===== config.mk =====
export PLATFORM = sky130hd
export DESIGN_NAME = rv32i_reg_file_acc
export DESIGN_NICKNAME = d
export VERILOG_FILES = /design/src/rtl/rv32i_reg_file_acc.sv
export SDC_FILE = /design/constraint.sdc
export NUM_CORES = 2
export LEC_CHECK = 0
export ABC_CLOCK_PERIOD_IN_PS = 90300
export BUFFER_PORTS_ARGS = -buffer_cell sky130_fd_sc_hd__buf_2
export CAP_MARGIN = 20
export CORE_MARGIN = 10
export CORE_UTILIZATION = 30
export CTS_BUF_LIST = sky130_fd_sc_hd__clkbuf_4 sky130_fd_sc_hd__clkbuf_8
export DETAILED_ROUTE_END_ITERATION = 8
export PLACE_DENSITY = 0.49
export SYNTH_ARGS = -nofsm -noshare
export SYNTH_HDL_FRONTEND = slang
export SYNTH_SLANG_ARGS = --single-unit

===== constraint.sdc =====
create_clock -name clk -period 90.3 [get_ports clk]
set_input_delay 22.575 -clock clk [delete_from_list [all_inputs] [get_ports clk]]
set_output_delay 22.575 -clock clk [all_outputs]
set_load 0.1 [all_outputs]

===== src/rtl/rv32i_reg_file_acc.sv =====
// rv32i_reg_file_acc: RV32I/RV32E register file with a host mailbox.
// Purpose: holds the architectural GPRs and maps host-loaded argument
// registers and a read-only start flag into the register space. A
// three-state handshake (IDLE -> RUN -> DONE) lets the host launch a job.
// The core polls the start flag, and the core's write to the result
// register hands the value back to the host.
// Ports:
//   clk, rst            clock, asynchronous active-high reset
//   rs1_addr/rs1_data   read port 1 (combinational)
//   rs2_addr/rs2_data   read port 2 (combinational)
//   rd_we/rd_addr/rd_data  write port
//   host_start          single-cycle job launch request
//   host_args           packed argument slices, arg i at [i*XLEN +: XLEN]
//   host_busy           high while a job is in RUN or DONE
//   result              captured job result
//   result_valid        high in DONE
//   result_ack          host consumes the result
module rv32i_reg_file_acc #(
    parameter int unsigned XLEN       = 32,
    parameter int unsigned NREGS      = 32,
    parameter int unsigned NUM_ARGS   = 2,
    parameter int unsigned ARG_BASE   = 28,
    parameter int unsigned START_REG  = 31,
    parameter int unsigned RESULT_REG = 10,
    parameter bit          BYPASS     = 1'b1
) (
    input  logic                     clk,
    input  logic                     rst,
    input  logic [4:0]               rs1_addr,
    output logic [XLEN-1:0]          rs1_data,
    input  logic [4:0]               rs2_addr,
    output logic [XLEN-1:0]          rs2_data,
    input  logic                     rd_we,
    input  logic [4:0]               rd_addr,
    input  logic [XLEN-1:0]          rd_data,
    input  logic                     host_start,
    input  logic [NUM_ARGS*XLEN-1:0] host_args,
    output logic                     host_busy,
    output logic [XLEN-1:0]          result,
    output logic                     result_valid,
    input  logic                     result_ack
);

    localparam int unsigned GPR_IW = (NREGS > 1) ? $clog2(NREGS) : 1;
    localparam int unsigned ARG_IW = (NUM_ARGS > 1) ? $clog2(NUM_ARGS) : 1;

    typedef enum logic [1:0] {
        IDLE = 2'd0,
        RUN  = 2'd1,
        DONE = 2'd2
    } state_t;

    state_t          state;
    logic [XLEN-1:0] gpr     [NREGS];
    logic [XLEN-1:0] arg_reg [NUM_ARGS];
    logic            wr_en;
    logic            result_wr;

    // Address lies in the host argument window.
    function automatic logic is_arg(input logic [4:0] a);
        return (32'(a) >= ARG_BASE) && (32'(a) < (ARG_BASE + NUM_ARGS));
    endfunction

    // Address names a GPR the core is allowed to write.
    function automatic logic is_writable(input logic [4:0] a);
        return (a != 5'd0) && (32'(a) < NREGS) && !is_arg(a) &&
               (32'(a) != START_REG);
    endfunction

    // Read mux in decreasing priority: x0, out-of-range, args, start flag,
    // same-cycle forwarding, stored GPR.
    function automatic logic [XLEN-1:0] read_port(input logic [4:0] a);
        logic [XLEN-1:0] v;
        v = '0;
        if (a == 5'd0) begin
            v = '0;
        end else if (32'(a) >= NREGS) begin
            v = '0;
        end else if (is_arg(a)) begin
            v = arg_reg[ARG_IW'(32'(a) - ARG_BASE)];
        end else if (32'(a) == START_REG) begin
            v = {{(XLEN-1){1'b0}}, (state == RUN)};
        end else if (BYPASS && rd_we && (rd_addr == a) && is_writable(a)) begin
            v = rd_data;
        end else begin
            v = gpr[GPR_IW'(a)];
        end
        return v;
    endfunction

    always_comb begin
        rs1_data = read_port(rs1_addr);
        rs2_data = read_port(rs2_addr);
    end

    assign wr_en     = rd_we && is_writable(rd_addr);
    assign result_wr = wr_en && (32'(rd_addr) == RESULT_REG);

    // GPR storage; writes to x0, args, start flag or out-of-range are dropped.
    always_ff @(posedge clk or posedge rst) begin
        if (rst) begin
            for (int i = 0; i < int'(NREGS); i++) begin
                gpr[i] <= '0;
            end
        end else if (wr_en) begin
            gpr[GPR_IW'(rd_addr)] <= rd_data;
        end
    end

    // Host handshake FSM with registered status outputs and argument capture.
    always_ff @(posedge clk or posedge rst) begin
        if (rst) begin
            state        <= IDLE;
            host_busy    <= 1'b0;
            result_valid <= 1'b0;
            result       <= '0;
            for (int i = 0; i < int'(NUM_ARGS); i++) begin
                arg_reg[i] <= '0;
            end
        end else begin
            case (state)
                IDLE: begin
                    if (host_start) begin
                        for (int i = 0; i < int'(NUM_ARGS); i++) begin
                            arg_reg[i] <= host_args[i*XLEN +: XLEN];
                        end
                        state     <= RUN;
                        host_busy <= 1'b1;
                    end
                end
                RUN: begin
                    if (result_wr) begin
                        result       <= rd_data;
                        result_valid <= 1'b1;
                        state        <= DONE;
                    end
                end
                DONE: begin
                    // host_start is ignored here, even alongside the ack.
                    if (result_ack) begin
                        result_valid <= 1'b0;
                        host_busy    <= 1'b0;
                        state        <= IDLE;
                    end
                end
                default: begin
                    state        <= IDLE;
                    host_busy    <= 1'b0;
                    result_valid <= 1'b0;
                end
            endcase
        end
    end

endmodule


==> impl_metrics.tcl <==
set metrics [dict create \
    yosys-top-cells-area "dfrtp_1 48%, mux4_2 20%, mux2_2 19%, clkbuf_1 2.1%, o22ai_1 1.3%" \
    leakagePower_nw 28.04 \
    skew_ns 0.03076 \
    reg2regPathDepth 4 \
    status "finished clean" \
    hold_class "flop to flop" \
    ir_drop_v 0.00001735 \
    arrival_ns 27.73 \
    fin_setup_tns_ns 0 \
    totalWireLength_um 212500 \
    io_buffers 213 \
    dieArea_mm2 0.2128 \
    cts_root_buffer "clkbuf_8" \
    synth-async-reset-ratio 1.000 \
    holdWs_ns 0.3916 \
    post_cts_resized 0 \
    place_inst 6246 \
    grt_first_pass_wirelength_um 303600 \
    synth_area_mm2 0.05842 \
    final_layout_size_suffix_gt1_frac 0.5513 \
    maxSlewViolCount 0 \
    yosysMostFrequentCell "dfrtp_1" \
    drtIter0Drc 2906 \
    finalSetupViolCount 0 \
    ctsHoldBuffers 0 \
    rsz0062_at_grt "no" \
    cts_tree "built" \
    crit_required_ns 67.72 \
    clock_sinks 1124 \
    finalHoldViolCount 0 \
    syn_area_per_cell_um2 14.75 \
    design.core.area_mm2 0.1932 \
    synth_cell_types 62 \
    final_util 0.3405 \
    clk-insertion-delay-late_ns 0.97 \
    largest_register_ffs 1024 \
    reg2reg_slack_ns 87.86 \
    yosysWarnings 0 \
    post_drt_wl_per_cell_um 32.10 \
    hold_start "gpr[3]" \
    ant_nets 0 \
    grt_max_degree 175 \
    grt-ovfl-total 0 \
    cp-end-kind "output pin" \
    p_per_area_mw_per_mm2 23.92 \
    crit_type "primary input to output pin" \
    slew_headroom 0.2274 \
    endpoint "rs2_data[1]" \
    cts_setup_buffers 0 \
    worst_pin_slew_ns 1.156 \
    nets 4043 \
    synthCells 3962 \
    ys_top_cells_by_count "1,124 x dfrtp_1, 1,010 x mux2_2, 510 x mux4_2" \
    firstDrtPassIters 5 \
    htree_num_levels 4 \
    row_count 161 \
    synth-edff-count 0 \
    vias 37646 \
    antenna_found_initial 14 \
    synth_top_cell_area_share 0.4814 \
    dp_hpwl_um 119500 \
    cts.clk_slew.worst_paths_ns 0.05 \
    cap_viol_max_count 0 \
    synth_flop_cell "dfrtp_1" \
    post-route-min-period_ns 50.31 \
    grt_pass1_vias 39588 \
    cts-buffers-inserted 205 \
    io_pins 214 \
    path_max_fanout 98 \
    vias_per_cell 5.687 \
    cp-startpoint "rs2_addr[0]" \
    die_h_um 461.3 \
    synth_seq_area_share 0.4814 \
    synth_fp_nets 4078 \
    die-width_um 461.3 \
    area_growth_pct 12.58 \
    fin_crit_sh 0.5571 \
    ys_ff_latch 1124 \
    start_kind "primary input" \
    fmax_ghz 0.01988 \
    final_cells 6620 \
    grt.total_usage 0.1972 \
    clk_path_buf_depth 3 \
    r2r_start "state[0]" \
    drc 0 \
    p_total_w 0.001573 \
    crit-reg2reg-capture "arg_reg[11]" \
    place.gp.congestion 0.7526 \
    start_util 0.3024 \
    synth_area_leader_cell "dfrtp_1" \
]
## how the worst min path moves through the flow
stage          endpoint  slack [ns]  depth (start not counted)
2_1_floorplan    gpr[0]        0.44                          1
3_3_place_gp    gpr[21]        0.38                          0
3_5_place_dp   gpr[101]        0.38                          0
4_1_cts         gpr[25]        0.39                          0
5_1_grt         gpr[72]        0.41                          0
6_report         gpr[3]        0.39                          0
## layout make-up
cell class | instances | area, um^2
Fill cell | 18744 | 127400
Sequential cell | 1124 | 28130
Multi-Input combinational cell | 2278 | 28060
Clock buffer | 320 | 4010
Tap cell | 2526 | 3161
Timing Repair Buffer | 311 | 1947
Clock inverter | 43 | 406.6
Inverter | 7 | 33.78
Antenna cell | 11 | 27.53
## logic make-up (layout without fill, tap and decap cells)
family | after synthesis | count (layout) | synth area share
muxes | 1544 | 1544 | 0.3957
DFF | 1124 | 1124 | 0.4814
buffers and inverters | 560 | 681 | 0.04296
AOI/OAI and AO/OA | 427 | 427 | 0.05491
and+or+nand+nor | 297 | 297 | 0.02354
xor gates and xnor gates | 10 | 10 | 0.001499
other | 0 | 11 | 0
## routing by layer
metal | vias to the layer above | track usage | share of wire
li1 | 15257 | - | -
met1 | 20571 | 0.2545 | 0.41
met2 | 1400 | 0.3224 | 0.48
met3 | 414 | 0.04235 | 0.064
met4 | 4 | 0.07862 | 0.041
met5 | - | 0 | 0.000080
## worst max-delay path: stages
cell and delay (ns):
buf_8 0.47, buf_12 0.70, buf_4 0.80, buf_4 0.92
mux4_2 0.61, o22ai_1 0.20, nor4_1 0.08, o32ai_1 0.75
nor2_1 0.14, buf_2 0.34
## where the power goes
group	leakage (nW)	internal (W)	switching (W)	total (W)
clock	2.35	0.000294	0.000232	0.000526
sequential	14.5	0.000602	0.0000721	0.000674
combinational	11.2	0.000181	0.000192	0.000373
total	28.0	0.00108	0.000497	0.00157
## per-stage QoR
step | area, um^2 | setup slack (ns)
finish | 65770 | 39.99
global placement | 61240 | 39.77
CTS | 65740 | 39.80
global route | 65760 | 39.62
floorplan | 58420 | 36.07
detailed placement | 61330 | 39.80
## cell usage in the layout, fill, tap and decap left out, types with 30 or more instances in the layout
cell type	netlist	layout
o22ai_1	122	122
buf_2	119	209
nor2_1	51	38
a221oi_1	57	57
clkbuf_4	2	63
mux4_2	510	510
o31ai_1	32	32
nor4_1	31	30
dfrtp_1	1124	1124
mux2_2	1010	1010
nand2_1	149	138
clkbuf_8	0	257
o21ai_0	34	34
buf_4	37	90
a221o_1	30	30
a22o_1	61	61
Note: power is estimated with default switching activity, not from simulation.
